$ cat src/rtl/mem_bus_arbiter_pkg.sv
// Shared types and default widths for the memory bus arbiter.
package mem_arb_pkg;

  localparam int ADDR_W = 32;
  localparam int DATA_W = 32;
  localparam int LEN_W  = 4;

  typedef enum logic [2:0] {
    ST_IDLE,
    ST_ADDR,
    ST_RDATA,
    ST_WDATA,
    ST_WRESP
  } state_e;

  typedef enum logic [1:0] {
    OWN_NONE = 2'd0,
    OWN_I    = 2'd1,
    OWN_D    = 2'd2
  } owner_e;

endpackage

$ cat src/rtl/mem_bus_arbiter_if.sv
// Bundle of cache-side and memory-side signals around the arbiter.
// master: the arbiter's view; slave: the caches plus bus bridge.
interface mem_bus_arbiter_if #(
  parameter int ADDR_W = mem_arb_pkg::ADDR_W,
  parameter int DATA_W = mem_arb_pkg::DATA_W,
  parameter int LEN_W  = mem_arb_pkg::LEN_W
);
  // I-cache side
  logic              i_req;
  logic [ADDR_W-1:0] i_addr;
  logic [LEN_W-1:0]  i_len;
  logic              i_gnt;
  logic [DATA_W-1:0] i_rdata;
  logic              i_rvalid;
  logic              i_rlast;
  // D-cache side
  logic              d_req;
  logic              d_wr;
  logic [ADDR_W-1:0] d_addr;
  logic [LEN_W-1:0]  d_len;
  logic [DATA_W-1:0] d_wdata;
  logic              d_gnt;
  logic              d_wready;
  logic [DATA_W-1:0] d_rdata;
  logic              d_rvalid;
  logic              d_rlast;
  logic              d_bdone;
  // Memory bus side
  logic              m_req;
  logic              m_wr;
  logic [ADDR_W-1:0] m_addr;
  logic [LEN_W-1:0]  m_len;
  logic              m_ack;
  logic [DATA_W-1:0] m_rdata;
  logic              m_rvalid;
  logic              m_rlast;
  logic [DATA_W-1:0] m_wdata;
  logic              m_wvalid;
  logic              m_wlast;
  logic              m_wready;
  logic              m_bvalid;

  modport master (
    input  i_req, i_addr, i_len,
    output i_gnt, i_rdata, i_rvalid, i_rlast,
    input  d_req, d_wr, d_addr, d_len, d_wdata,
    output d_gnt, d_wready, d_rdata, d_rvalid, d_rlast, d_bdone,
    output m_req, m_wr, m_addr, m_len, m_wdata, m_wvalid, m_wlast,
    input  m_ack, m_rdata, m_rvalid, m_rlast, m_wready, m_bvalid
  );

  modport slave (
    output i_req, i_addr, i_len,
    input  i_gnt, i_rdata, i_rvalid, i_rlast,
    output d_req, d_wr, d_addr, d_len, d_wdata,
    input  d_gnt, d_wready, d_rdata, d_rvalid, d_rlast, d_bdone,
    input  m_req, m_wr, m_addr, m_len, m_wdata, m_wvalid, m_wlast,
    output m_ack, m_rdata, m_rvalid, m_rlast, m_wready, m_bvalid
  );

endinterface

$ cat src/rtl/mem_bus_arbiter_pick.sv
// Winner select between I-cache and D-cache requests.
// Default: fixed D-over-I priority. With ARB_RR_EN defined, a 1-bit
// last-owner register alternates priority on simultaneous requests.
module mem_arb_pick
  import mem_arb_pkg::*;
(
`ifdef ARB_RR_EN
  input  logic   clk,
  input  logic   rst,
  input  logic   take,     // a grant is issued this cycle
`endif
  input  logic   i_req,
  input  logic   d_req,
  output owner_e winner
);

`ifdef ARB_RR_EN
  logic last_d_q;  // 1: D owned the bus last; resets to I so D wins the first tie

  // Remember who was granted most recently.
  // NOTE: sequential state uses non-blocking assignments so every flop samples pre-edge values.
  always_ff @(posedge clk or posedge rst) begin
    if (rst) begin
      last_d_q <= 1'b0;
    end else if (take) begin
      last_d_q <= (winner == OWN_D);
    end
  end

  // Lone requester wins; on a tie the one that did not own last wins.
  // NOTE: the default is assigned first so no path through the block leaves winner unassigned (no latch).
  always_comb begin
    winner = OWN_NONE;
    if (d_req && i_req) winner = last_d_q ? OWN_I : OWN_D;
    else if (d_req)     winner = OWN_D;
    else if (i_req)     winner = OWN_I;
  end
`else
  // Fixed priority: D over I; I may starve under continuous D traffic.
  always_comb begin
    winner = OWN_NONE;
    if (d_req)      winner = OWN_D;
    else if (i_req) winner = OWN_I;
  end
`endif

endmodule

$ cat src/rtl/mem_bus_arbiter.sv
// Shares the external memory bus between the I-cache refill path and the
// D-cache refill/writeback path, one transaction at a time.
// Optional macro ARB_RR_EN: round-robin between simultaneous requests.
module mem_bus_arbiter
  import mem_arb_pkg::*;
#(
  parameter int ADDR_W = mem_arb_pkg::ADDR_W,
  parameter int DATA_W = mem_arb_pkg::DATA_W,
  parameter int LEN_W  = mem_arb_pkg::LEN_W
) (
  input logic               clk,
  input logic               rst,
  mem_bus_arbiter_if.master bus
);

  state_e            state_q, state_d;
  owner_e            owner_q, winner;
  logic [LEN_W-1:0]  cnt_q, cnt_d;
  logic [ADDR_W-1:0] addr_q;
  logic [LEN_W-1:0]  len_q;
  logic              wr_q;
  logic              load;
  logic              wlast;

  mem_arb_pick u_pick (
`ifdef ARB_RR_EN
    .clk    (clk),
    .rst    (rst),
    .take   (load),
`endif
    .i_req  (bus.i_req),
    .d_req  (bus.d_req),
    .winner (winner)
  );

  // Latched address-phase fields are presented for the whole transaction.
  assign bus.m_addr = addr_q;
  assign bus.m_len  = len_q;
  assign bus.m_wr   = wr_q;

  // State, beat counter and latched request fields.
  always_ff @(posedge clk or posedge rst) begin
    if (rst) begin
      state_q <= ST_IDLE;
      owner_q <= OWN_NONE;
      cnt_q   <= '0;
      addr_q  <= '0;
      len_q   <= '0;
      wr_q    <= 1'b0;
    end else begin
      state_q <= state_d;
      cnt_q   <= cnt_d;
      if (load) begin
        owner_q <= winner;
        addr_q  <= (winner == OWN_D) ? bus.d_addr : bus.i_addr;
        len_q   <= (winner == OWN_D) ? bus.d_len  : bus.i_len;
        wr_q    <= (winner == OWN_D) ? bus.d_wr   : 1'b0;
      end
    end
  end

  // Next state, grants and per-state routing of bus handshakes.
  always_comb begin
    state_d      = state_q;
    cnt_d        = cnt_q;
    load         = 1'b0;
    wlast        = 1'b0;
    bus.i_gnt    = 1'b0;
    bus.i_rdata  = '0;
    bus.i_rvalid = 1'b0;
    bus.i_rlast  = 1'b0;
    bus.d_gnt    = 1'b0;
    bus.d_wready = 1'b0;
    bus.d_rdata  = '0;
    bus.d_rvalid = 1'b0;
    bus.d_rlast  = 1'b0;
    bus.d_bdone  = 1'b0;
    bus.m_req    = 1'b0;
    bus.m_wdata  = '0;
    bus.m_wvalid = 1'b0;
    bus.m_wlast  = 1'b0;

    case (state_q)
      ST_IDLE: begin
        // Grants are combinational, but never while reset is asserted.
        if (!rst && winner != OWN_NONE) begin
          load    = 1'b1;
          state_d = ST_ADDR;
          if (winner == OWN_D) bus.d_gnt = 1'b1;
          else                 bus.i_gnt = 1'b1;
        end
      end
      ST_ADDR: begin
        bus.m_req = 1'b1;
        if (bus.m_ack) begin
          cnt_d   = '0;
          state_d = wr_q ? ST_WDATA : ST_RDATA;
        end
      end
      ST_RDATA: begin
        // Read data is shared; only the owner sees valid/last. m_rlast ends the burst.
        bus.i_rdata = bus.m_rdata;
        bus.d_rdata = bus.m_rdata;
        if (owner_q == OWN_D) begin
          bus.d_rvalid = bus.m_rvalid;
          bus.d_rlast  = bus.m_rlast;
        end else begin
          bus.i_rvalid = bus.m_rvalid;
          bus.i_rlast  = bus.m_rlast;
        end
        if (bus.m_rvalid && bus.m_rlast) state_d = ST_IDLE;
      end
      ST_WDATA: begin
        wlast        = (cnt_q == len_q);
        bus.m_wvalid = 1'b1;
        bus.m_wdata  = bus.d_wdata;
        bus.m_wlast  = wlast;
        bus.d_wready = bus.m_wready;
        if (bus.m_wready) begin
          cnt_d = cnt_q + LEN_W'(1);
          if (wlast) state_d = ST_WRESP;
        end
      end
      ST_WRESP: begin
        if (bus.m_bvalid) begin
          bus.d_bdone = 1'b1;
          state_d     = ST_IDLE;
        end
      end
      default: state_d = ST_IDLE;
    endcase
  end

endmodule
$ cat src/flat_wrapper.sv
// flat-port wrapper written by rule: the top's interface ports become plain ports
module mem_bus_arbiter_flat import mem_arb_pkg::*;
#(
  parameter int ADDR_W = mem_arb_pkg::ADDR_W,
  parameter int DATA_W = mem_arb_pkg::DATA_W,
  parameter int LEN_W  = mem_arb_pkg::LEN_W
)
  (clk, rst, bus_i_req, bus_i_addr, bus_i_len, bus_i_gnt, bus_i_rdata, bus_i_rvalid, bus_i_rlast, bus_d_req, bus_d_wr, bus_d_addr, bus_d_len, bus_d_wdata, bus_d_gnt, bus_d_wready, bus_d_rdata, bus_d_rvalid, bus_d_rlast, bus_d_bdone, bus_m_req, bus_m_wr, bus_m_addr, bus_m_len, bus_m_wdata, bus_m_wvalid, bus_m_wlast, bus_m_ack, bus_m_rdata, bus_m_rvalid, bus_m_rlast, bus_m_wready, bus_m_bvalid);
  mem_bus_arbiter_if #(.ADDR_W(ADDR_W), .DATA_W(DATA_W), .LEN_W(LEN_W)) bus_i ();
  input logic clk;
  input logic rst;
  input wire logic [$bits(bus_i.i_req)-1:0] bus_i_req;
  input wire logic [$bits(bus_i.i_addr)-1:0] bus_i_addr;
  input wire logic [$bits(bus_i.i_len)-1:0] bus_i_len;
  output wire logic [$bits(bus_i.i_gnt)-1:0] bus_i_gnt;
  output wire logic [$bits(bus_i.i_rdata)-1:0] bus_i_rdata;
  output wire logic [$bits(bus_i.i_rvalid)-1:0] bus_i_rvalid;
  output wire logic [$bits(bus_i.i_rlast)-1:0] bus_i_rlast;
  input wire logic [$bits(bus_i.d_req)-1:0] bus_d_req;
  input wire logic [$bits(bus_i.d_wr)-1:0] bus_d_wr;
  input wire logic [$bits(bus_i.d_addr)-1:0] bus_d_addr;
  input wire logic [$bits(bus_i.d_len)-1:0] bus_d_len;
  input wire logic [$bits(bus_i.d_wdata)-1:0] bus_d_wdata;
  output wire logic [$bits(bus_i.d_gnt)-1:0] bus_d_gnt;
  output wire logic [$bits(bus_i.d_wready)-1:0] bus_d_wready;
  output wire logic [$bits(bus_i.d_rdata)-1:0] bus_d_rdata;
  output wire logic [$bits(bus_i.d_rvalid)-1:0] bus_d_rvalid;
  output wire logic [$bits(bus_i.d_rlast)-1:0] bus_d_rlast;
  output wire logic [$bits(bus_i.d_bdone)-1:0] bus_d_bdone;
  output wire logic [$bits(bus_i.m_req)-1:0] bus_m_req;
  output wire logic [$bits(bus_i.m_wr)-1:0] bus_m_wr;
  output wire logic [$bits(bus_i.m_addr)-1:0] bus_m_addr;
  output wire logic [$bits(bus_i.m_len)-1:0] bus_m_len;
  output wire logic [$bits(bus_i.m_wdata)-1:0] bus_m_wdata;
  output wire logic [$bits(bus_i.m_wvalid)-1:0] bus_m_wvalid;
  output wire logic [$bits(bus_i.m_wlast)-1:0] bus_m_wlast;
  input wire logic [$bits(bus_i.m_ack)-1:0] bus_m_ack;
  input wire logic [$bits(bus_i.m_rdata)-1:0] bus_m_rdata;
  input wire logic [$bits(bus_i.m_rvalid)-1:0] bus_m_rvalid;
  input wire logic [$bits(bus_i.m_rlast)-1:0] bus_m_rlast;
  input wire logic [$bits(bus_i.m_wready)-1:0] bus_m_wready;
  input wire logic [$bits(bus_i.m_bvalid)-1:0] bus_m_bvalid;
  assign bus_i.i_req = bus_i_req;
  assign bus_i.i_addr = bus_i_addr;
  assign bus_i.i_len = bus_i_len;
  assign bus_i_gnt = bus_i.i_gnt;
  assign bus_i_rdata = bus_i.i_rdata;
  assign bus_i_rvalid = bus_i.i_rvalid;
  assign bus_i_rlast = bus_i.i_rlast;
  assign bus_i.d_req = bus_d_req;
  assign bus_i.d_wr = bus_d_wr;
  assign bus_i.d_addr = bus_d_addr;
  assign bus_i.d_len = bus_d_len;
  assign bus_i.d_wdata = bus_d_wdata;
  assign bus_d_gnt = bus_i.d_gnt;
  assign bus_d_wready = bus_i.d_wready;
  assign bus_d_rdata = bus_i.d_rdata;
  assign bus_d_rvalid = bus_i.d_rvalid;
  assign bus_d_rlast = bus_i.d_rlast;
  assign bus_d_bdone = bus_i.d_bdone;
  assign bus_m_req = bus_i.m_req;
  assign bus_m_wr = bus_i.m_wr;
  assign bus_m_addr = bus_i.m_addr;
  assign bus_m_len = bus_i.m_len;
  assign bus_m_wdata = bus_i.m_wdata;
  assign bus_m_wvalid = bus_i.m_wvalid;
  assign bus_m_wlast = bus_i.m_wlast;
  assign bus_i.m_ack = bus_m_ack;
  assign bus_i.m_rdata = bus_m_rdata;
  assign bus_i.m_rvalid = bus_m_rvalid;
  assign bus_i.m_rlast = bus_m_rlast;
  assign bus_i.m_wready = bus_m_wready;
  assign bus_i.m_bvalid = bus_m_bvalid;
  mem_bus_arbiter #(.ADDR_W(ADDR_W), .DATA_W(DATA_W), .LEN_W(LEN_W)) u_core (.clk(clk), .rst(rst), .bus(bus_i));
endmodule
$ cat config.mk
export PLATFORM = sky130hd
export DESIGN_NAME = mem_bus_arbiter_flat
export DESIGN_NICKNAME = d
export VERILOG_FILES = /design/src/rtl/mem_bus_arbiter_pkg.sv /design/src/rtl/mem_bus_arbiter_if.sv /design/src/rtl/mem_bus_arbiter_pick.sv /design/src/rtl/mem_bus_arbiter.sv /design/src/flat_wrapper.sv
export SDC_FILE = /design/constraint.sdc
export NUM_CORES = 1
export LEC_CHECK = 0
export ABC_AREA = 1
export CAP_MARGIN = 20
export CORE_MARGIN = 8
export CORE_UTILIZATION = 31
export CTS_BUF_LIST = sky130_fd_sc_hd__clkbuf_4 sky130_fd_sc_hd__clkbuf_8 sky130_fd_sc_hd__clkbuf_16
export DETAILED_ROUTE_END_ITERATION = 7
export PLACE_DENSITY_LB_ADDON = 0.05
export SETUP_SLACK_MARGIN = 0.15
export SYNTH_ARGS = -nofsm -noshare
export SYNTH_HDL_FRONTEND = slang
export SYNTH_SLANG_ARGS = --single-unit
$ cat constraint.sdc
create_clock -name clk -period 3.3 [get_ports clk]
set_clock_uncertainty 0.05 [all_clocks]
set_input_delay 0.66 -clock clk [delete_from_list [all_inputs] [get_ports clk]]
set_output_delay 0.66 -clock clk [all_outputs]
set_load 0.005 [all_outputs]
==> flow_metrics.tcl, run 1 <==
set metrics [dict create \
    slew_viol_final 0 \
    first_pass_iters 4 \
    crit_path_frequent_cell "clkdlybuf4s50_1" \
    clkSlewWorstSetupHoldPaths_ns 0.08 \
    p_sw_w 0.00123 \
    ir_worst_vdd_v 0.000292 \
    final_layout_size_suffix_gt1_share_pct 6.21 \
    p_seq_share_pct 29.0 \
    dr.first_iter.drc_count 146 \
    max-cap-violations 0 \
    insertion_delay_ns 0.28 \
    dp_hpwl_mm 11.3 \
    routedWlPerCell_um 16.5 \
    ys_ff_latch 46 \
    hold_path.class "reg2reg" \
    ant_nets 0 \
    final_cells 810 \
    syn_area_per_cell_um2 7.21 \
    ys_top_cells_by_count "nand2_1 (103), inv_1 (80), nor2_1 (76)" \
    rsz0062_at_grt "false" \
    final-setup-viol-count 0 \
    combPwrFrac_pct 61.1 \
    ctsResizeCount 0 \
    worstSetupPathType "in2out" \
    clk_path_buf_depth 2 \
    cts-root-buf "clkbuf_8" \
    finalHoldViolCount 0 \
    start_util_pct 31.7 \
    grt_start_max_net_pins 47 \
    antenna_found_initial 3 \
    cts_made_buffers 5 \
    p_leak_nw 2.74 \
    post-place-ws_ns 0.375 \
    synth_largest_area_cell "dfrtp_1" \
    dieArea_um2 13300 \
    critPathRequiredTime_ns 2.59 \
    synth_cells 426 \
    yosysSeqAreaShare_pct 37.5 \
    power_density_nw_per_um2 582 \
    first_global_vias 3440 \
    max_slew_margin_pct 60.1 \
    timing.critical_path.slowest_cell_delay_ns 0.56 \
    fin_crit_ns 2.92 \
    worstPathCellList "clkdlybuf4s50_1 > o21ai_1 > inv_2 > nand2_4 > nor2_2 > clkdlybuf4s50_1" \
    tns_ns 0 \
    synth-main-ff-cell "dfrtp_1" \
    path_delay_family "buffers and inverters" \
    cts_tree "done" \
    fp.dieW_um 116 \
    die_height_um 116 \
    synth_edf_count 0 \
    synthArstFlopShare_pct 100 \
    fin_crit_sh_pct 88.6 \
    synth_warnings 0 \
    synth_fp_nets 573 \
    critPathBufInv 3 \
    yosys.area.top_type_share_pct 37.5 \
    synth_area_leaders "dfrtp_1 (37%), nand2_1 (13%), inv_1 (9.8%)" \
    ff2ff_setup_slack_ns 1.47 \
    start_kind "input pin" \
    p_int_w 0.00220 \
    fin_hold_ws_ns 0.455 \
    io_buffers 289 \
    area_growth_pct 91.7 \
    final_cell_area_um2 5890 \
    fillers 885 \
    grt_overflow 0 \
    endpoint_kind "output pin" \
    worstPathArrival_ns 2.21 \
    totalWireLength_mm 13.4 \
    tightest_slew_ns 0.598 \
    finalWorstSetupSlack_ns 0.375 \
    grt_usage_pct 18.5 \
    row_count 36 \
    cp_slowest_cell "clkdlybuf4s50_1" \
    power_frac_clock_pct 9.9 \
    core_um2 9680 \
    cts_num_sinks 46 \
    cp_max_fo 11 \
    postCtsHoldBufs 0 \
    gp_congestion 0.868 \
    switching_share_pct 35.8 \
    io_pins 290 \
    drc_errors 0 \
    post_cts_buffers 0 \
    grt_pass1_wl_mm 19.2 \
    status "completed" \
    placed_area_um2 5800 \
    synth_area_um2 3070 \
    via_count 3477 \
    via_per_inst 4.29 \
    yosysMostFrequentCell "nand2_1" \
    post-place-cells 803 \
    nets 824 \
    h-tree-depth 2 \
    synthDistinctLibCells 26 \
    timing.fmax_mhz 342 \
]
[power groups by stage]
stage | logic, W | clock network (W) | registers (W)
after floorplan | 0.000965 | 0 | 0.000996
after global placement | 0.00211 | 0 | 0.000991
after detailed placement | 0.00214 | 0 | 0.00100
after CTS | 0.00214 | 0.000357 | 0.000997
after global routing | 0.00229 | 0.000374 | 0.00103
final | 0.00210 | 0.000339 | 0.000994
[metrics by stage]
step / util [%] / power, W
2_1_floorplan: - / 0.00196
3_3_place_gp: 59.9 / 0.00310
3_5_place_dp: 59.9 / 0.00314
4_1_cts: 60.8 / 0.00349
5_1_grt: 60.8 / 0.00369
6_report: 60.8 / 0.00343
[per-layer routing]
| metal | wire length (µm) | GRT usage (%) | share of wire (%) |
|---|---|---|---|
| met5 | 34 | 0 | 0.25 |
| met4 | 206 | 5.34 | 1.5 |
| met3 | 1460 | 7.76 | 11 |
| met2 | 6840 | 34.1 | 51 |
| met1 | 4840 | 18.6 | 36 |
[placed cells by master, fill, tap and decap left out, drive strengths merged, types with 2 or more instances in the layout]
cell and instances:
dfrtp 46, a21oi 2, a22oi 33, nand3 9, inv 83, nand2 105
nor2 80, buf 6, o21ai 5, clkdlybuf4s50 289, nor3 4, xor2 2
o211ai 2, clkbuf 6
[logic make-up after synthesis]
logic type                 Yosys count  synth area share [%]
adders and majority gates            1                 0.407
xor gates and xnor gates             2                 0.570
and+or+nand+nor                    200                  25.9
buffers and inverters              134                  22.4
AOI/OAI and AO/OA                   43                  13.2
DFF                                 46                  37.5
[registers in the layout, indices dropped and copies added, names as in the netlist]
name,cells
u_core.cnt_q,4
u_core.bus.m_wr,1
u_core.bus.m_len,4
u_core.state_q,3
u_core.bus.m_addr,32
u_core.owner_q,2
[path summary, 6_finish.rpt]
check / startpoint / to / cells after the start
min in group asynchronous: rst / u_core.bus.m_addr[18]$_DFFE_PP0P_ / 3
max: bus_d_req / bus_i_gnt / 6
max reg2reg: u_core.state_q[0]$_DFFE_PP0P_ / u_core.bus.m_len[2]$_DFFE_PP0P_ / 8
max in group asynchronous: rst / u_core.cnt_q[0]$_DFFE_PP0P_ / 3
min reg2reg: u_core.bus.m_addr[12]$_DFFE_PP0P_ / u_core.bus.m_addr[12]$_DFFE_PP0P_ / 2
min: u_core.bus.m_addr[12]$_DFFE_PP0P_ / u_core.bus.m_addr[12]$_DFFE_PP0P_ / 2
[layout make-up]
cell class / count / area (µm²) / area share (%)
Clock buffer: 6 / 82.6 / 1.40
Inverter: 83 / 312 / 5.29
Antenna cell: 1 / 2.50 / 0.0425
Tap cell: 133 / 166 / 2.83
Multi-Input combinational cell: 246 / 1240 / 21.0
Sequential cell: 46 / 1150 / 19.5
Timing Repair Buffer: 295 / 2940 / 49.9
[worst reg2reg max path, delay by kind of cell, from the launching register on]
kind / cells / cell delay (ns)
flip-flops: 1 / 0.45
buffers and inverters: 2 / 0.56
AND/OR/NAND/NOR: 5 / 0.58
AO/OA/AOI/OAI: 1 / 0.11
No activity file was read; power rests on OpenSTA's default activity.
==> inputs of run 2 (changes only) <==
--- a/config.mk
+++ b/config.mk
@@ -11,6 +11,7 @@
 export CORE_UTILIZATION = 31
 export CTS_BUF_LIST = sky130_fd_sc_hd__clkbuf_4 sky130_fd_sc_hd__clkbuf_8 sky130_fd_sc_hd__clkbuf_16
 export DETAILED_ROUTE_END_ITERATION = 7
+export HOLD_SLACK_MARGIN = 0.15
 export PLACE_DENSITY_LB_ADDON = 0.05
 export SETUP_SLACK_MARGIN = 0.15
 export SYNTH_ARGS = -nofsm -noshare
==> results of run 2 <==
Same layout as run 1: the final DEF is identical, and so are final timing and power.
==> inputs of run 3 (changes only) <==
--- a/config.mk
+++ b/config.mk
@@ -8,12 +8,14 @@
 export ABC_AREA = 1
 export CAP_MARGIN = 20
 export CORE_MARGIN = 8
-export CORE_UTILIZATION = 31
+export CORE_UTILIZATION = 28
 export CTS_BUF_LIST = sky130_fd_sc_hd__clkbuf_4 sky130_fd_sc_hd__clkbuf_8 sky130_fd_sc_hd__clkbuf_16
 export DETAILED_ROUTE_END_ITERATION = 7
+export GPL_TIMING_DRIVEN = 0
 export HOLD_SLACK_MARGIN = 0.15
 export PLACE_DENSITY_LB_ADDON = 0.05
 export SETUP_SLACK_MARGIN = 0.15
+export SKIP_CTS_REPAIR_TIMING = 1
 export SYNTH_ARGS = -nofsm -noshare
 export SYNTH_HDL_FRONTEND = slang
 export SYNTH_SLANG_ARGS = --single-unit
==> constraint.sdc (replaced) <==
create_clock -name clk -period 2.66 [get_ports clk]
set_clock_uncertainty 0.05 [all_clocks]
set_input_delay 0.532 -clock clk [delete_from_list [all_inputs] [get_ports clk]]
set_output_delay 0.532 -clock clk [all_outputs]
set_load 0.005 [all_outputs]
==> run 3 against run 2 <==
Combinational power up 44%. Worst setup slack lost 0.23 ns. Register-to-register slack got worse by 0.56 ns. Critical path type is now reg2out. Global-route usage fell by 0.28 points. Critical path depth unchanged. Final area rose by 13%. Worst hold slack got worse by 0.20 ns. Highest routed layer is now met4.
==> flow_metrics.tcl, run 3 (synthesized netlist as in run 1, its figures left out) <==
set metrics [dict create \
    routedWlPerCell_um 16.5 \
    max-cap-violations 0 \
    drc_errors 0 \
    via_count 3676 \
    critPathBufInv 4 \
    ff2ff_setup_slack_ns 0.91 \
    fin_crit_sh_pct 94.5 \
    rr_worst_depth 10 \
    diodes 0 \
    p_int_w 0.00303 \
    h-tree-depth 2 \
    cp_max_fo 10 \
    critPathRequiredTime_ns 2.08 \
    area_growth_pct 117 \
    antenna_found_initial 0 \
    post-place-cells 855 \
    final_cells 886 \
    path_delay_family "buffers and inverters" \
    status "completed" \
    dp_hpwl_mm 12.1 \
    tightest_slew_ns 0.290 \
    grt_start_max_net_pins 48 \
    core_um2 10800 \
    timing.fmax_mhz 398 \
    nets 893 \
    dr.first_iter.drc_count 97 \
    dieArea_um2 14600 \
    max_slew_margin_pct 80.6 \
    reg2reg_to "u_core.bus.m_addr[24]$_DFFE_PP0P_" \
    switching_share_pct 35.3 \
    first_pass_iters 4 \
    worstSetupPathType "reg2out" \
    final_cell_area_um2 6670 \
    p_leak_nw 3.52 \
    cts-root-buf "clkbuf_8" \
    start_util_pct 28.5 \
    cts_made_buffers 5 \
    post-place-ws_ns -1.27 \
    final_layout_size_suffix_gt1_share_pct 18.4 \
    final_common_cell "clkdlybuf4s50_1" \
    cts_tree "done" \
    worstPathArrival_ns 1.93 \
    final_util_pct 61.8 \
    grt_overflow 0 \
    die_height_um 121 \
    first_global_vias 3582 \
    power_density_nw_per_um2 702 \
    combPwrFrac_pct 64.8 \
    p_seq_share_pct 26.2 \
    endpoint_kind "output pin" \
    cts_num_sinks 46 \
    worstPathCellList "inv_4 > nand3_4 > buf_8 > nor2_2 > buf_4 > clkdlybuf4s50_1" \
    rsz0062_at_grt "true" \
    tns_ns 0 \
    ant_nets 0 \
    fin_crit_ns 2.51 \
    row_count 38 \
    grt_pass1_wl_mm 21.0 \
    ir_worst_vdd_v 0.000463 \
    gp_congestion 0.808 \
    cp_slowest_cell "clkdlybuf4s50_1" \
    placed_area_um2 6140 \
    grt_usage_pct 18.3 \
    final-setup-viol-count 0 \
    totalWireLength_mm 14.6 \
    insertion_delay_ns 0.29 \
    timing.critical_path.slowest_cell_delay_ns 0.52 \
    hold_path.class "in2async" \
    clkSlewWorstSetupHoldPaths_ns 0.08 \
    fp.dieW_um 121 \
    io_buffers 289 \
    power_frac_clock_pct 9.0 \
    io_pins 290 \
    r2r-start "u_core.state_q[0]$_DFFE_PP0P_" \
    largest_reg_flops 32 \
    slew_viol_final 0 \
    clk_path_buf_depth 2 \
    p_sw_w 0.00165 \
    crit_cells 6 \
    finalWorstSetupSlack_ns 0.147 \
    finalHoldViolCount 0 \
    via_per_inst 4.15 \
    mostFrequentLayoutCells "clkdlybuf4s50_1 (266), nand2_1 (102), inv_1 (79)" \
    fillers 998 \
    start_kind "register" \
]
## run 3: changes by cell type in the layout (fill, tap and decap cells not counted), moves of 3 or more
cell	change
dlymetal6s2s_1	+23
buf_6	+12
nor2_1	-22
buf_8	+3
clkdlybuf4s50_1	-23
buf_4	+49
nor2_2	+22
## run 3: worst max path at each step
stage | start | end | slack (ns)
2_1_floorplan | rst | bus_d_gnt | 0.23
6_report | u_core.state_q[0]$_DFFE_PP0P_ | bus_i_rdata[18] | 0.15
3_3_place_gp | rst | bus_d_gnt | -1.28
5_1_grt | u_core.state_q[0]$_DFFE_PP0P_ | bus_i_rdata[14] | 0.06
4_1_cts | rst | bus_d_gnt | -1.28
3_5_place_dp | rst | bus_d_gnt | -1.27
## run 3: cell type report
type                            count  area (µm²)  area share, %
Buffer                             51         448           6.72
Sequential cell                    46        1150           17.3
Tap cell                          140         175           2.63
Multi-Input combinational cell    246        1310           19.7
Timing Repair Buffer              313        3180           47.7
Clock buffer                        6        76.3           1.14
Inverter                           83         318           4.77
Clock inverter                      1        7.51          0.113
## run 3: through the flow
stage,power (W),hold WS (ns)
2_1_floorplan,0.00243,0.409
3_3_place_gp,0.00404,0.424
3_5_place_dp,0.00409,0.435
4_1_cts,0.00454,0.456
5_1_grt,0.00506,0.260
6_report,0.00468,0.258
## run 3: power by group through the flow
stage | clock network (W) | logic [W] | registers [W]
2_1_floorplan | 0 | 0.00120 | 0.00124
3_3_place_gp | 0 | 0.00282 | 0.00122
3_5_place_dp | 0 | 0.00286 | 0.00123
4_1_cts | 0.000446 | 0.00287 | 0.00122
5_1_grt | 0.000473 | 0.00332 | 0.00127
6_report | 0.000423 | 0.00303 | 0.00123
## run 3: worst register-to-register path: stages (launching register included)
cell and delay [ns]:
dfrtp_2 0.46, inv_4 0.10, buf_4 0.11, nand2_2 0.05, nor2_4 0.11, nand2_4 0.08
buf_4 0.14, buf_6 0.14, buf_6 0.16, a22oi_2 0.18, nand2_1 0.08
## run 3: routing by layer
layer	GRT usage, %	share of wire, %	wire length, µm
met5	0	0	0
met2	33.2	53	7680
met4	3.28	0.54	78
met1	19.8	37	5420
met3	7.13	9.6	1400
==> variant (config.mk and constraints of run 1) <==
Encoding of `owner_e`: now one-hot (3 bits for 3 values).
--- a/src/rtl/mem_bus_arbiter_pkg.sv
+++ b/src/rtl/mem_bus_arbiter_pkg.sv
@@ -13,10 +13,10 @@
     ST_WRESP
   } state_e;
 
-  typedef enum logic [1:0] {
-    OWN_NONE = 2'd0,
-    OWN_I    = 2'd1,
-    OWN_D    = 2'd2
+  typedef enum logic [2:0] {
+    OWN_NONE = 3'b001,
+    OWN_I    = 3'b010,
+    OWN_D    = 3'b100
   } owner_e;
 
 endpackage
Check against the original RTL: same outputs for any inputs over 4 cycles, from zero or initial values and one cycle with rst high; so few cycles prove little.
==> variant against run 1 <==
Total power is 3.2% higher; die area is 2.5% higher; cell area is 2.0% higher; worst setup slack worse by 45 ps; wire length is 3.0% higher; via count is 1.8% higher; critical path depth stayed put; first-iteration DRC count is 16% higher; hold slack worse by 49 ps; sequential cell count is 1 higher; area after synthesis is 2.9% higher; critical path type is now reg2out.
==> variant: results (changes against run 1) <==
- GRT Util Overall: 18.69% (+0.16 points)
- Share of post-route cells with drive strength above 1: 7.726% (+1.5 points)
- Peak supply drop: 0.4469 mV (+53%)
- CTS buffer count: 5 (unchanged)
- Number of diodes: 0 (-1)
- Initial DRC Count: 170 (+16%)
- GRT busiest layer: met2
- CP max stage delay: 540 ps (-20 ps)
- Max Fanout on Critical Path: 9 (-2)
- Net switching power figure: 1297 uW (+5.7%)
- Met3 WL post-DR: 1369 microns (-6.0%)
- Top post-synthesis cells by area: dfrtp_1 (36%), nand2_1 (12%), inv_1 (10%)
- Average wire per standard cell: 16.78 microns (+1.5%)
- RD Place Congestion: 0.8512 (-1.9%)
- Clock power frac: 10.0%
- Netlist cell types: 28 (+7.7%)
- R2r setup slk: 1430 ps (-40 ps)
- Met1 Use GR: 18.92% (+0.28 points)
- Area of the multi-input gates: 0.001261 sq mm (+1.9%)
- Post-CTS Setup Inserts: 0 (unchanged)
- Ys Warns: 0 (unchanged)
- # resized after CTS: 0 (unchanged)
- Buffers added on ports: 289 (unchanged)
- CP Data Arrival Time: 2260 ps (+50 ps)
- M1 WL: 4944 microns (+2.1%)
- Hold EP: u_core.owner_q[0]$_DFFE_PP1P_
- Met2 Use GR: 35.73% (+1.6 points)
- First-pass GRT wire length: 19660 microns (+2.4%)
- Max clock buf depth: 2 (unchanged)
- Setup Viol. Count Final: 0 (unchanged)
- Register area share after synthesis: 37.27% (-0.21 points)
- Clk Latency, worst-skew pair: 300 ps (+20 ps)
- Slew Limit Headroom: 59.30% (-0.84 points)
- Post-DP HPWL: 11520 microns (+2.1%)
- Antenna violations before repair: 1 (-2)
- Reg2Reg Depth: 8 (unchanged)
- Post-Synth Adder-Cell Area: 0.3960% (-0.011 points)
- Synth top cells by count: nand2_1 (103), inv_1 (86), nor2_1 (72)
- Worst hold start: u_core.owner_q[0]$_DFFE_PP1P_
- DR vias/cell: 4.304 (+0.27%)
- Status: finished clean
- Static leakage: 0.002785 uW (+1.6%)
- Compound-Gate Fraction of Synth Area: 13.39% (+0.19 points)
- DP Area: 0.005869 sq mm (+1.1%)
- FILL cells: 960 (+8.5%)
- Power, Total: 3536 uW (+3.2%)
- Number of global-route vias before repair: 3536 (+2.8%)
- Met3 Usage GRT: 6.619% (-1.1 points)
- Fin Hold WS: 405.4 ps (-49.44 ps)
- Xor/xnor share of the synthesized area: 0.5545% (-0.016 points)
- Syn nets: 578 (+0.87%)
- Largest net degree at the start of global routing: 48 (+2.1%)
- Final net count: 832 (+0.97%)
- Max Used Layer: met5
- Crit path from: u_core.state_q[1]$_DFFE_PP0P_
- Metal2 WL: 7304 microns (+6.7%)
- Max FFs per register: 32 (unchanged)
==> variant: worst max-delay path by stage <==
stage,end,slack [ps],depth (start not counted)
after global routing,bus_m_wlast,160,6
after global placement,bus_i_gnt,440,6
after floorplan,bus_i_gnt,240,6
final,bus_m_wdata[7],330,6
after detailed placement,bus_i_gnt,410,6
after CTS,bus_m_wdata[7],130,5
==> variant: worst max-delay path, delay by kind of cell, from the launching register on <==
kind                   cells  cell delay, ps
and+or+nand+nor            2             400
DFF                        1             530
buffers and inverters      4            1020
==> variant: final cells by class <==
cell class | count | area share, %
multi-input cells | 245 | 21.00
repair inverters | 1 | 0.1250
inverters | 88 | 5.564
clock inverters | 2 | 0.2084
well taps | 136 | 2.834
repair buffers | 297 | 49.39
flip-flops and latches | 47 | 19.61
clock buffers | 6 | 1.271
==> variant: per-stage QoR <==
stage          cells  worst slack, ps
2_1_floorplan    431            244.2
5_1_grt          822            156.4
3_3_place_gp     810            435.1
3_5_place_dp     810            411.4
6_report         822            330.3
4_1_cts          818            130.1
